$ cat config.mk
export PLATFORM = sky130hd
export DESIGN_NAME = serial_subtractor
export DESIGN_NICKNAME = d
export VERILOG_FILES = /design/src/rtl/serial_sub_pkg.sv /design/src/rtl/FullSubtractor.sv /design/src/rtl/serial_subtractor.sv
export SDC_FILE = /design/constraint.sdc
export NUM_CORES = 1
export LEC_CHECK = 0
export ABC_AREA = 1
export BUFFER_PORTS_ARGS = -buffer_cell sky130_fd_sc_hd__buf_2
export CORE_UTILIZATION = 54
export DETAILED_ROUTE_END_ITERATION = 8
export GPL_TIMING_DRIVEN = 0
export PLACE_DENSITY = 0.75
export SETUP_SLACK_MARGIN = 0.05
export SLEW_MARGIN = 25
export SYNTH_ARGS = -nofsm -noshare
export SYNTH_HDL_FRONTEND = slang
export SYNTH_HIERARCHICAL = 1
export SYNTH_SLANG_ARGS = --single-unit
$ cat constraint.sdc
create_clock -name clk -period 1.3 [get_ports clk]
set_input_delay 0.13 -clock clk [delete_from_list [all_inputs] [get_ports clk]]
set_output_delay 0.13 -clock clk [all_outputs]
set_load 0.005 [all_outputs]
$ cat src/rtl/serial_sub_pkg.sv
// Shared types and sizing constants for the bit-serial subtractor.
package serial_sub_pkg;

  typedef enum logic [1:0] {
    IDLE = 2'd0,
    RUN  = 2'd1,
    DONE = 2'd2
  } state_t;

  localparam int MAX_WIDTH = 32;
  // Bit counter sized once for the largest legal operand width.
  localparam int CNT_W     = $clog2(MAX_WIDTH);

endpackage

$ cat src/rtl/FullSubtractor.sv
// Combinational one-bit full subtractor: D = A - B - C, Borr_out is the borrow out.
module FullSubtractor (
  input  logic A,
  input  logic B,
  input  logic C,
  output logic D,
  output logic Borr_out
);

  assign D        = A ^ B ^ C;
  assign Borr_out = (~A & B) | (~(A ^ B) & C);

endmodule

$ cat src/rtl/serial_subtractor.sv
// Bit-serial subtractor: one full-subtractor cell, LSB first, WIDTH cycles per operation.
// Optional signed-overflow output enabled with macro SERIAL_SUB_OVF_EN.
module serial_subtractor
  import serial_sub_pkg::*;
#(
  parameter int WIDTH = 8
) (
  input  logic             clk,
  input  logic             rst_n,
  input  logic             start,
  input  logic [WIDTH-1:0] a,
  input  logic [WIDTH-1:0] b,
  input  logic             borrow_in,
  output logic [WIDTH-1:0] diff,
  output logic             borrow_out,
  output logic             busy,
  output logic             done
`ifdef SERIAL_SUB_OVF_EN
  , output logic           ovf
`endif
);

  localparam logic [CNT_W-1:0] LAST_BIT = CNT_W'(WIDTH - 1);

  state_t           state;
  state_t           state_nxt;
  logic             load;
  logic             step;
  logic             finish;

  logic [WIDTH-1:0] a_sr;
  logic [WIDTH-1:0] b_sr;
  logic [WIDTH-1:0] diff_sr;
  logic             brw;
  logic [CNT_W-1:0] cnt;
  logic             cell_d;
  logic             cell_b;
`ifdef SERIAL_SUB_OVF_EN
  logic             brw_msb;
`endif

  always_ff @(posedge clk or negedge rst_n) begin
    if (!rst_n) begin
      state <= IDLE;
    end else begin
      state <= state_nxt;
    end
  end

  always_comb begin
    state_nxt = state;
    load      = 1'b0;
    step      = 1'b0;
    finish    = 1'b0;
    case (state)
      IDLE: begin
        if (start) begin
          load      = 1'b1;
          state_nxt = RUN;
        end
      end
      RUN: begin
        step = 1'b1;
        if (cnt == LAST_BIT) begin
          state_nxt = DONE;
        end
      end
      DONE: begin
        finish    = 1'b1;
        state_nxt = IDLE;
      end
      default: state_nxt = IDLE;
    endcase
  end

  assign busy = (state != IDLE);

  FullSubtractor u_cell (
    .A        (a_sr[0]),
    .B        (b_sr[0]),
    .C        (brw),
    .D        (cell_d),
    .Borr_out (cell_b)
  );

  // Serial datapath: operands shift right, difference bits enter from the MSB end.
  always_ff @(posedge clk or negedge rst_n) begin
    if (!rst_n) begin
      a_sr       <= '0;
      b_sr       <= '0;
      diff_sr    <= '0;
      brw        <= 1'b0;
      cnt        <= '0;
    end else if (load) begin
      a_sr       <= a;
      b_sr       <= b;
      brw        <= borrow_in;
      cnt        <= '0;
    end else if (step) begin
      a_sr       <= a_sr >> 1;
      b_sr       <= b_sr >> 1;
      diff_sr    <= {cell_d, diff_sr[WIDTH-1:1]};
      brw        <= cell_b;
      cnt        <= cnt + CNT_W'(1);
    end
  end

`ifdef SERIAL_SUB_OVF_EN
  // Borrow entering the sign bit; XOR with the final borrow flags signed overflow.
  always_ff @(posedge clk or negedge rst_n) begin
    if (!rst_n) begin
      brw_msb <= 1'b0;
    end else if (step && (cnt == LAST_BIT)) begin
      brw_msb <= brw;
    end
  end
`endif

  // Result registers: updated only as an operation completes, held otherwise.
  always_ff @(posedge clk or negedge rst_n) begin
    if (!rst_n) begin
      diff       <= '0;
      borrow_out <= 1'b0;
      done       <= 1'b0;
`ifdef SERIAL_SUB_OVF_EN
      ovf        <= 1'b0;
`endif
    end else begin
      done <= finish;
      if (finish) begin
        diff       <= diff_sr;
        borrow_out <= brw;
`ifdef SERIAL_SUB_OVF_EN
        ovf        <= brw_msb ^ brw;
`endif
      end
    end
  end

endmodule

==> results by group <==
Synthesis
  – Post-Syn Area: 1800 sq um
  – Count leader, synth: nand2_1
  – Synth top cells by count: 73 x nand2_1, 42 x dfrtp_1, 35 x nand3_1, 17 x inv_1, 14 x o21ai_0
  – Largest area contributor in the netlist: dfrtp_1
  – Post-synth ARST share: 100%
  – Cells after synthesis: around 200
  – Synthesis-stage register bit count: 42
  – Post-synthesis sequential area ratio: 58.3%
  – Ys Warns: 6
  – Dominant synthesized flop cell: dfrtp_1
  – Unique masters post-synth: 16
  – Avg Inst Size Synth: 8.79 sq um
  – Top area cells in the synthesized netlist: dfrtp_1 58%, nand2_1 15%, nand3_1 9.7%, o21ai_0 3.9%, inv_1 3.5%
  – Post-synth EDFFs: 0
  – Yosys top cell area share: 58.3%
  – Synth Net Count: 227

Setup path
  – Required @ worst endpoint: 1170 ps
  – Crit path from: state[1]$_DFFE_PN0P_
  – CP Data Arrival Time: 1180 ps
  – Reg-to-reg startpoint: state[1]$_DFFE_PN0P_
  – Largest driver fanout on the critical path: 2
  – Setup Crit Path Kind: flop to output pin
  – CP Capture Type: output pin
  – Startpoint Class: flop

Floorplan
  – Num ports: 31
  – Starting Density: about 58%
  – Die Height: 59.8 um
  – Die area: 3570 sq um
  – Die X: ~60 um
  – CORE AREA: 3100 sq um
  – # rows: 20

Power and ir drop
  – Internal: roughly 0.0029 W
  – Proportion of power drawn by flip-flops and latches: 45.5%
  – Switching share of power: a little under two fifths
  – Switching Power: 0.00178 W
  – Peak VDD IR: 1.05 mV
  – Power Dens Cells: 2190 nW/um^2
  – Gate power share: 40.1%
  – Leakage dissipation: roughly 1.1 nW
  – Clock power share: 14.4%

Final layout
  – Final std cells w/o fill: 294
  – Number of nets in the layout: 271
  – Area delta synth->final: 20.1%
  – Share of layout cells above drive strength 1: 23.2%
  – Filler cell count in the final layout: around 270
  – Ant diodes: 0
  – Util after Layout: 69.8%

STA
  – Layout Skew: 8.63 ps
  – Slew @ Worst Pin: 895 ps
  – Fin. max-slew vios: 0
  – Final hold slack: 1.98 ps
  – Slew HR: 40.3%
  – RSZ-0062 raised after global routing: yes
  – Worst setup margin: -13.8 ps
  – Final hold vios: 0
  – Timing-limited maximum frequency: 0.761 GHz
  – Final period utilization: 101%
  – Number of setup violations in the final report: 1
  – Tmin final: roughly 1300 ps
  – Total negative slack: -13.8 ps

Drt
  – 1st-iter DRT viols: 63
  – Pre-antenna DRT Iters: 4
  – DRC errors left: 0
  – Vias per cell: around 5.0
  – Final wirelength: 3560 um
  – Vias post-DR: 1474
  – WL/cell: 12.1 um
  – Post-route ant nets: 0

Clock network
  – Clock transition at path regs: 120 ps
  – CTS tree: done
  – Num CTS Buffers: 5
  – H-tree depth reported by CTS: 2
  – Clk root buf: clkbuf_4
  – Sink Count: 42
  – Max clock buf depth: 2
  – Clk Latency, worst-skew pair: roughly 350 ps

Placed design
  – Port Buffers: 30
  – Place WS: 123 ps
  – HPWL after detailed placement: 2260 um
  – Dpl cells: 279
  – GP Congestion: roughly 0.78

Worst hold path
  – Hold Crit Start: b[7]
  – Hold crit path type: primary input to flop

GRT
  – Total GRT Usage: 22.6%
  – Number of global-route vias before repair: ~1300
  – First-pass GRT wire length: 5870 um
  – Grt total ovfl: 0
  – Initial antenna violation count: 0
  – Largest net degree at the start of global routing: 43

Flow run
  – Max cap viols: 0

Outcome
  – Status: finished, violations left
  – Failing checks: negative setup slack
## kinds of logic after synthesis
| logic type | Yosys count | synth area share [%] |
|---|---|---|
| and+or+nand+nor | 115 | 27.1 |
| AOI/OAI and AO/OA | 19 | 5.42 |
| adders and majority gates | 2 | 1.81 |
| buffers and inverters | 27 | 7.36 |
| DFF | 42 | 58.3 |
## worst max-delay path, cell delays in order (launching register included)
cell and delay (ps):
dfrtp_1 420, nor2_2 160, buf_6 120, inv_2 20
buf_2 110
## state kept, by name, summed over array words and instances, names as in the netlist
| name | cells |
|---|---|
| a_sr | 8 |
| b_sr | 8 |
| diff | 8 |
| diff_sr | 8 |
| cnt | 5 |
| state | 2 |
| borrow_out | 1 |
| brw | 1 |
| done | 1 |
## timing repair
| action | 4_1_cts | 5_1_grt |
|---|---|---|
| resized for setup | 3 | 13 |
| pin swaps | 1 | 2 |
| hold buffers | 1 | 0 |
| buffers inserted | 3 | 3 |
| hold endpoints to repair | 42 | 0 |
| setup endpoints to repair | 1 | 36 |
| cloned | 0 | 1 |
## metrics by stage
stage          area (sq um)  total power [W]
6_report               2160          0.00473
4_1_cts                2100          0.00455
2_1_floorplan          1800          0.00330
3_3_place_gp           2010          0.00374
3_5_place_dp           2010          0.00380
5_1_grt                2160          0.00512
## path summary, 6_finish.rpt
kind	endpoint	cells past startpoint	slack (ps)
max	busy	4	-10
min	b_sr[7]$_DFFE_PN0P_	3	2
max reg2reg	cnt[3]$_DFFE_PN0P_	6	50
min reg2reg	b_sr[7]$_DFFE_PN0P_	2	480
max in group asynchronous	cnt[3]$_DFFE_PN0P_	2	310
min in group asynchronous	done$_DFF_PN0_	2	430
## layer usage
layer	global-route usage, %	wire, um	vias up
met3	6.06	142	5
met1	30.4	1670	693
met2	35.1	1700	31
met5	0	0	-
met4	8.64	43	0
li1	-	-	745
## area by class of cell
class / instances / area (sq um) / share of cell area, %
sequential: 42 / 1050 / 48.6
clock inverter: 1 / 5.00 / 0.231
multi-input combinational: 136 / 634 / 29.3
timing repair buffer: 37 / 206 / 9.54
inverter: 17 / 63.8 / 2.95
clock buffer: 7 / 55.1 / 2.54
buffer: 10 / 93.8 / 4.34
tap: 44 / 55.1 / 2.54
## power groups by stage
stage	clock network (W)	logic, W	registers (W)
after floorplan	0	0.00117	0.00213
after global placement	0	0.00159	0.00215
after detailed placement	0	0.00163	0.00217
after CTS	0.000686	0.00172	0.00215
after global routing	0.000742	0.00216	0.00222
final	0.000680	0.00190	0.00215
## cells in the final DEF (no fill, tap or decap)
cell type and n:
nand2_1 72, dfrtp_1 42, nand3_1 35, buf_2 34, inv_1 16, o21ai_0 11
buf_6 8, o21ai_1 6, clkbuf_4 5, buf_4 4, nor2_1 3, nand4_1 2
nand2_2 1, nor2_2 1, inv_2 1, o21bai_4 1, nor2_4 1, a21oi_1 1
ha_1 1, clkinv_2 1, clkbuf_8 1, clkbuf_1 1, dlygate4sd3_1 1, fa_1 1
Power figures use the tool's default switching activity.
